### config.mk
export PLATFORM = sky130hd
export DESIGN_NAME = selevy_run_ctrl
export DESIGN_NICKNAME = d
export VERILOG_FILES = /design/src/rtl/selevy_run_ctrl_pkg.sv /design/src/rtl/selevy_sig_acc.sv /design/src/rtl/selevy_run_ctrl.sv
export SDC_FILE = /design/constraint.sdc
export NUM_CORES = 1
export LEC_CHECK = 0
export CORE_ASPECT_RATIO = 1.75
export CORE_UTILIZATION = 49
export CTS_CLUSTER_DIAMETER = 200
export DETAILED_ROUTE_END_ITERATION = 16
export GPL_TIMING_DRIVEN = 0
export MAX_ROUTING_LAYER = met4
export PLACE_DENSITY_LB_ADDON = 0.15
export RECOVER_POWER = 50
export SYNTH_ARGS = -nofsm -noshare
export SYNTH_HDL_FRONTEND = slang
export SYNTH_SLANG_ARGS = --single-unit
### constraint.sdc
create_clock -name CLK -period 5.87 [get_ports CLK]
set_input_delay 0.587 -clock CLK [delete_from_list [all_inputs] [get_ports CLK]]
set_output_delay 0.587 -clock CLK [all_outputs]
set_load 0.05 [all_outputs]
### src/rtl/selevy_run_ctrl_pkg.sv
// Shared types and defaults for the selevy run controller.
package selevy_run_ctrl_pkg;

  // Controller phases: idle in reset, hold core reset, run, finished.
  typedef enum logic [1:0] {
    StIdle = 2'd0,
    StHold = 2'd1,
    StRun  = 2'd2,
    StDone = 2'd3
  } run_state_e;

  localparam int unsigned DefaultMaxCycles   = 11;
  localparam int unsigned DefaultResetCycles = 1;
  localparam int unsigned DefaultHaltRepeat  = 3;

endpackage

### src/rtl/selevy_sig_acc.sv
// Rotate-left-by-one XOR accumulator that compacts a stream of (addr, data)
// writes into a single XLEN-bit signature. Clear has priority over enable.
module selevy_sig_acc #(
  parameter int unsigned XLEN = 32
) (
  input  logic            clk_i,
  input  logic            rst_i,
  input  logic            clr_i,
  input  logic            en_i,
  input  logic [XLEN-1:0] addr_i,
  input  logic [XLEN-1:0] data_i,
  output logic [XLEN-1:0] sig_o
);

  logic [XLEN-1:0] sig_q, sig_d;

  // Next signature: clear, fold in one write, or hold.
  always_comb begin
    sig_d = sig_q;
    if (clr_i) begin
      sig_d = '0;
    end else if (en_i) begin
      sig_d = {sig_q[XLEN-2:0], sig_q[XLEN-1]} ^ addr_i ^ data_i;
    end
  end

  // Signature register.
  always_ff @(posedge clk_i or posedge rst_i) begin
    if (rst_i) begin
      sig_q <= '0;
    end else begin
      sig_q <= sig_d;
    end
  end

  assign sig_o = sig_q;

endmodule

### src/rtl/selevy_run_ctrl.sv
// Run controller for the selevy core: sequences core reset, bounds the run by a
// cycle budget, detects halt as a PC that stops changing, and signs all
// data-memory writes for a pass/fail verdict.
module selevy_run_ctrl
  import selevy_run_ctrl_pkg::*;
#(
  parameter int unsigned     XLEN         = 32,
  parameter int unsigned     RESET_CYCLES = DefaultResetCycles,
  parameter int unsigned     MAX_CYCLES   = DefaultMaxCycles,
  parameter int unsigned     HALT_REPEAT  = DefaultHaltRepeat,
  parameter logic [XLEN-1:0] SIG_EXPECTED = '0,
  localparam int unsigned    CW           = $clog2(MAX_CYCLES + 1)
) (
  input  logic            CLK,
  input  logic            reset,
  input  logic            start,
  output logic            core_reset,
  input  logic [XLEN-1:0] pc,
  input  logic            dmem_we,
  input  logic [XLEN-1:0] dmem_addr,
  input  logic [XLEN-1:0] dmem_wdata,
  output logic            running,
  output logic            done,
  output logic            halted,
  output logic            timeout,
  output logic            pass,
  output logic [CW-1:0]   cycle_count,
  output logic [XLEN-1:0] signature
);

  localparam int unsigned HoldW = $clog2(RESET_CYCLES + 1);
  localparam int unsigned RepW  = $clog2(HALT_REPEAT + 1);

  localparam logic [HoldW-1:0] HoldLast = HoldW'(RESET_CYCLES - 1);
  localparam logic [CW-1:0]    CntMax   = CW'(MAX_CYCLES);
  localparam logic [RepW-1:0]  RepMax   = RepW'(HALT_REPEAT);

  run_state_e      state_q, state_d;
  logic [HoldW-1:0] hold_q, hold_d;
  logic [CW-1:0]    cnt_q, cnt_d;
  logic [RepW-1:0]  rep_q, rep_d;
  logic [XLEN-1:0]  prev_pc_q, prev_pc_d;
  logic             prev_vld_q, prev_vld_d;
  logic             halted_q, halted_d;
  logic             timeout_q, timeout_d;
  logic             core_reset_q, running_q, done_q;
  logic             sig_clr, sig_en;

  // Next-state, counters and halt detector.
  always_comb begin
    state_d    = state_q;
    hold_d     = hold_q;
    cnt_d      = cnt_q;
    rep_d      = rep_q;
    prev_pc_d  = prev_pc_q;
    prev_vld_d = prev_vld_q;
    halted_d   = halted_q;
    timeout_d  = timeout_q;
    sig_clr    = 1'b0;
    sig_en     = 1'b0;

    case (state_q)
      StIdle, StDone: begin
        if (start) begin
          state_d    = StHold;
          hold_d     = '0;
          cnt_d      = '0;
          rep_d      = '0;
          prev_vld_d = 1'b0;
          halted_d   = 1'b0;
          timeout_d  = 1'b0;
          sig_clr    = 1'b1;
        end
      end

      StHold: begin
        if (hold_q == HoldLast) begin
          state_d = StRun;
        end else begin
          hold_d = hold_q + 1'b1;
        end
      end

      StRun: begin
        sig_en = dmem_we;

        if (cnt_q != CntMax) begin
          cnt_d = cnt_q + 1'b1;
        end

        // The first run cycle has no valid previous PC, so it never counts.
        if (prev_vld_q && (pc == prev_pc_q)) begin
          if (rep_q != RepMax) begin
            rep_d = rep_q + 1'b1;
          end
        end else begin
          rep_d = '0;
        end
        prev_pc_d  = pc;
        prev_vld_d = 1'b1;

        // Halt wins over timeout when both complete on the same cycle.
        if (rep_d == RepMax) begin
          halted_d = 1'b1;
          state_d  = StDone;
        end else if (cnt_d == CntMax) begin
          timeout_d = 1'b1;
          state_d   = StDone;
        end
      end

      default: state_d = StIdle;
    endcase
  end

  // State, counters and registered status outputs.
  always_ff @(posedge CLK or posedge reset) begin
    if (reset) begin
      state_q      <= StIdle;
      hold_q       <= '0;
      cnt_q        <= '0;
      rep_q        <= '0;
      prev_pc_q    <= '0;
      prev_vld_q   <= 1'b0;
      halted_q     <= 1'b0;
      timeout_q    <= 1'b0;
      core_reset_q <= 1'b1;
      running_q    <= 1'b0;
      done_q       <= 1'b0;
    end else begin
      state_q      <= state_d;
      hold_q       <= hold_d;
      cnt_q        <= cnt_d;
      rep_q        <= rep_d;
      prev_pc_q    <= prev_pc_d;
      prev_vld_q   <= prev_vld_d;
      halted_q     <= halted_d;
      timeout_q    <= timeout_d;
      core_reset_q <= (state_d != StRun);
      running_q    <= (state_d == StRun);
      done_q       <= (state_d == StDone);
    end
  end

  selevy_sig_acc #(
    .XLEN (XLEN)
  ) u_sig_acc (
    .clk_i  (CLK),
    .rst_i  (reset),
    .clr_i  (sig_clr),
    .en_i   (sig_en),
    .addr_i (dmem_addr),
    .data_i (dmem_wdata),
    .sig_o  (signature)
  );

  assign core_reset  = core_reset_q;
  assign running     = running_q;
  assign done        = done_q;
  assign halted      = halted_q;
  assign timeout     = timeout_q;
  assign cycle_count = cnt_q;
  assign pass        = done_q & (signature == SIG_EXPECTED);

endmodule

==> impl_results.md <==
* Status: finished with violations
* Violated checks: design-rule violations, max-capacitance violations, max-slew violations
* Wire length per cell at 15.5 um
* Bufs and invs on worst path at 1
* Placement row count at 43
* Hold WS at 0.527 ns
* Grt ovf at 0
* TritonCTS clock tree: yes
* CTS H-Tree Depth at 3
* Placed inst area at 5660 sq um
* I/O pin count at 142
* Global routing's busiest layer: met2
* Core Box Area at 8020 sq um
* Seq/Total Area, Yosys at 47.5%
* Share of total power in combinational logic at 53.0%
* Worst setup path category: flop to primary output
* Pin count of the biggest net entering global routing at 44
* Number of global-route vias before repair at 3,483
* Post-synthesis async set-or-reset flop share at 100%
* Nets@finish at 629
* Critical Path Start Type: flop
* Initial antenna violation count at 0
* Post-synth EDFFs at 0
* TNS Setup at 0 ns
* Primary FF master, synth: dfrtp_1
* Average size of a mapped cell at 11.0 sq um
* Leak Pwr at 2.42 nW
* Reg power frac at 30.5%
* Antenna cell count at 0
* Area of the multi-input gates at 2070 sq um
* Yosys warning total at 0
* Placed insts at 606
* Crit-path max FO at 4
* Total vias in the final route at 3,293
* Vias per inst at 5.29
* IO buf count at 141
* GRT Util Overall at 24.9%
* Post-Syn Area at 4110 sq um
* CP cell instances: nor4_1 -> nand4_1 -> nor3_1 -> clkdlybuf4s50_1
* Final Non-Filler Cells at 622
* DR iter-0 viols at 195
* Worst vdd ir at 0.352 mV
* Clock sink count at 78
* Switching power at 1.53 mW
* Clock Pin Slew Worst Setup and Hold Paths at 0.06 ns
* Post-CTS Setup Bufs at 0
* Met3 Use GR at 5.22%
* Initial Util at 51.3%
* Clk pwr share at 16.4%
* Yosys reg bits at 78
* Final GP Congestion at 0.847
* Final count of negative-setup-slack endpoints at 0
* Worst skew pair latency at 0.34 ns
* Max incr delay on CP at 0.85 ns
* Share of layout cells above drive strength 1 at 11.5%
* FF/Latch Area at 1950 sq um
* Syn Inst Count at 374
* Slew Limit Fails at 36
* Fin crit share at 51.7%
* Finished layout cell area at 5950 sq um
* Die Area at 8780 sq um
* Sw Share at 44.2%
* Final Skew at 0.00574 ns
* Die Wd at 71.3 um
* Critical Path End Type: primary output
* Synthesis-to-layout area growth at 44.7%
* Crit path arrival time at 2.45 ns
* Crit path required time at 5.28 ns
* Hold_buf cts at 0
* Post-DP HPWL at 7300 um
* Fillers at 610
* Die height at 123 um
* Root Driver: clkbuf_16
* CTS resizes at 0
* Iteration count of the initial detailed-routing pass at 12
* CP max stage cell: clkdlybuf4s50_1
* Power Density at 581 nW/um^2
* Post-DRT Antenna Nets at 0
* Worst-margin pin slew at 1.66 ns
* Post-Syn Nets at 476
* Internal at 1.93 mW
* DRC at 5
* Fmax at 329 MHz
* Worst hold path type: flop to flop
* M1 GR Usage at 26.5%
* M2 GR Usage at 44.3%
* Final number of hold-violating endpoints at 0
* Worst rel slew slack at -11.4%
* CTS buffer count at 9
* Maxcap violations at 1
* Unrepaired setup endpoints after global routing: false
* Top delay family on crit path: simple AND/OR/NAND/NOR gates
* Max Root-Sink Buffers at 2
* Post-Route Utilization at 74.2%
* Library cells used by synthesis at 47
* First-pass GRT wire length at 16,000 um
* Final WL at 9660 um
* Min cycle time layout at 3.04 ns
[state kept, by name, summed over array words and instances, names as in the netlist, 2 cells and up]
| name | flops |
|---|---|
| cycle_count | 4 |
| rep_q | 2 |
| u_sig_acc.sig_o | 32 |
| state_q | 2 |
| prev_pc_q | 32 |
[cell usage after synthesis, types with 2 or more instances]
cell type	instances	area, sq um
inv_2	2	7.51
mux2_2	33	372
o21ai_1	36	180
inv_1	5	18.8
nor4_4	3	63.8
xnor2_1	60	526
clkbuf_1	6	22.5
o21ai_0	2	10.0
nand3_1	7	35.0
nand4_1	8	50.1
a22o_1	3	26.3
buf_1	4	15.0
nand2b_1	3	18.8
nor4_1	6	37.5
nor2b_1	4	25.0
ha_1	2	25.0
dfrtp_1	77	1930
nor2_1	6	22.5
a21oi_1	2	10.0
nand2_1	42	158
a21o_1	3	22.5
nor3_1	2	10.0
xor2_1	34	298
[final timing paths]
kind | start | to | slack (ns) | cells past startpoint
worst max-delay path | u_sig_acc.sig_o[27] | pass | 2.83 | 4
worst min-delay path | prev_pc_q[27] | prev_pc_q[27] | 0.53 | 1
worst max register to register | state_q[0] | running | 3.59 | 8
worst min register to register | prev_pc_q[27] | prev_pc_q[27] | 0.53 | 1
max in group asynchronous | reset | core_reset | 3.88 | 3
min in group asynchronous | reset | u_sig_acc.sig_o[7] | 1.10 | 2
[final cells by class]
cell class              instances  area share, %
clock buffers                  11           4.25
flip-flops and latches         78           32.8
inverters                       7          0.462
repair buffers                142           24.0
clock inverters                 5          0.967
well taps                      90           1.89
multi-input cells             277           34.8
plain buffers                  12          0.757
[per-stage QoR]
step | setup WS, ns | total power, mW
finish | 2.83 | 3.46
global route | 2.73 | 3.67
CTS | 2.80 | 3.51
detailed placement | 3.18 | 2.93
global placement | 2.07 | 2.88
floorplan | 3.15 | 2.35
[power groups by stage]
stage,Sequential (mW),Combinational (mW),Clock [mW]
floorplan,1.44,0.907,0
global placement,1.05,1.83,0
detailed placement,1.06,1.87,0
CTS,1.06,1.88,0.577
global route,1.09,1.98,0.601
finish,1.06,1.83,0.568
[per-layer routing]
layer	vias to the layer above	routed length [um]	part of all wire [%]
met5	-	0	0
met4	0	196	2.0
met3	14	556	5.8
met2	129	5290	55
met1	1562	3620	38
li1	1588	-	-
[cell families (layout without fill, tap and decap cells)]
kind of cell / after synthesis / in the layout / synth area share (%)
xor+xnor: 94 / 94 / 20.0
buf+inv: 19 / 177 / 1.95
fa+ha+maj: 2 / 2 / 0.608
simple gates: 90 / 90 / 12.1
flops: 78 / 78 / 47.5
compound gates: 58 / 58 / 8.79
mux: 33 / 33 / 9.04
[cells in the final DEF, fill, tap and decap left out, drive strengths merged, types with 3 or more instances in the layout]
cell type / instances
dfrtp: 77
a22o: 3
nor2: 6
nor4: 9
mux2: 33
nand2: 43
o21ai: 39
a21o: 3
nand2b: 3
xor2: 34
clkinvlp: 4
nand3: 8
clkbuf: 22
nor2b: 5
inv: 6
xnor2: 60
clkdlybuf4s50: 140
nand4: 9
(Power assumes the default switching activity.)
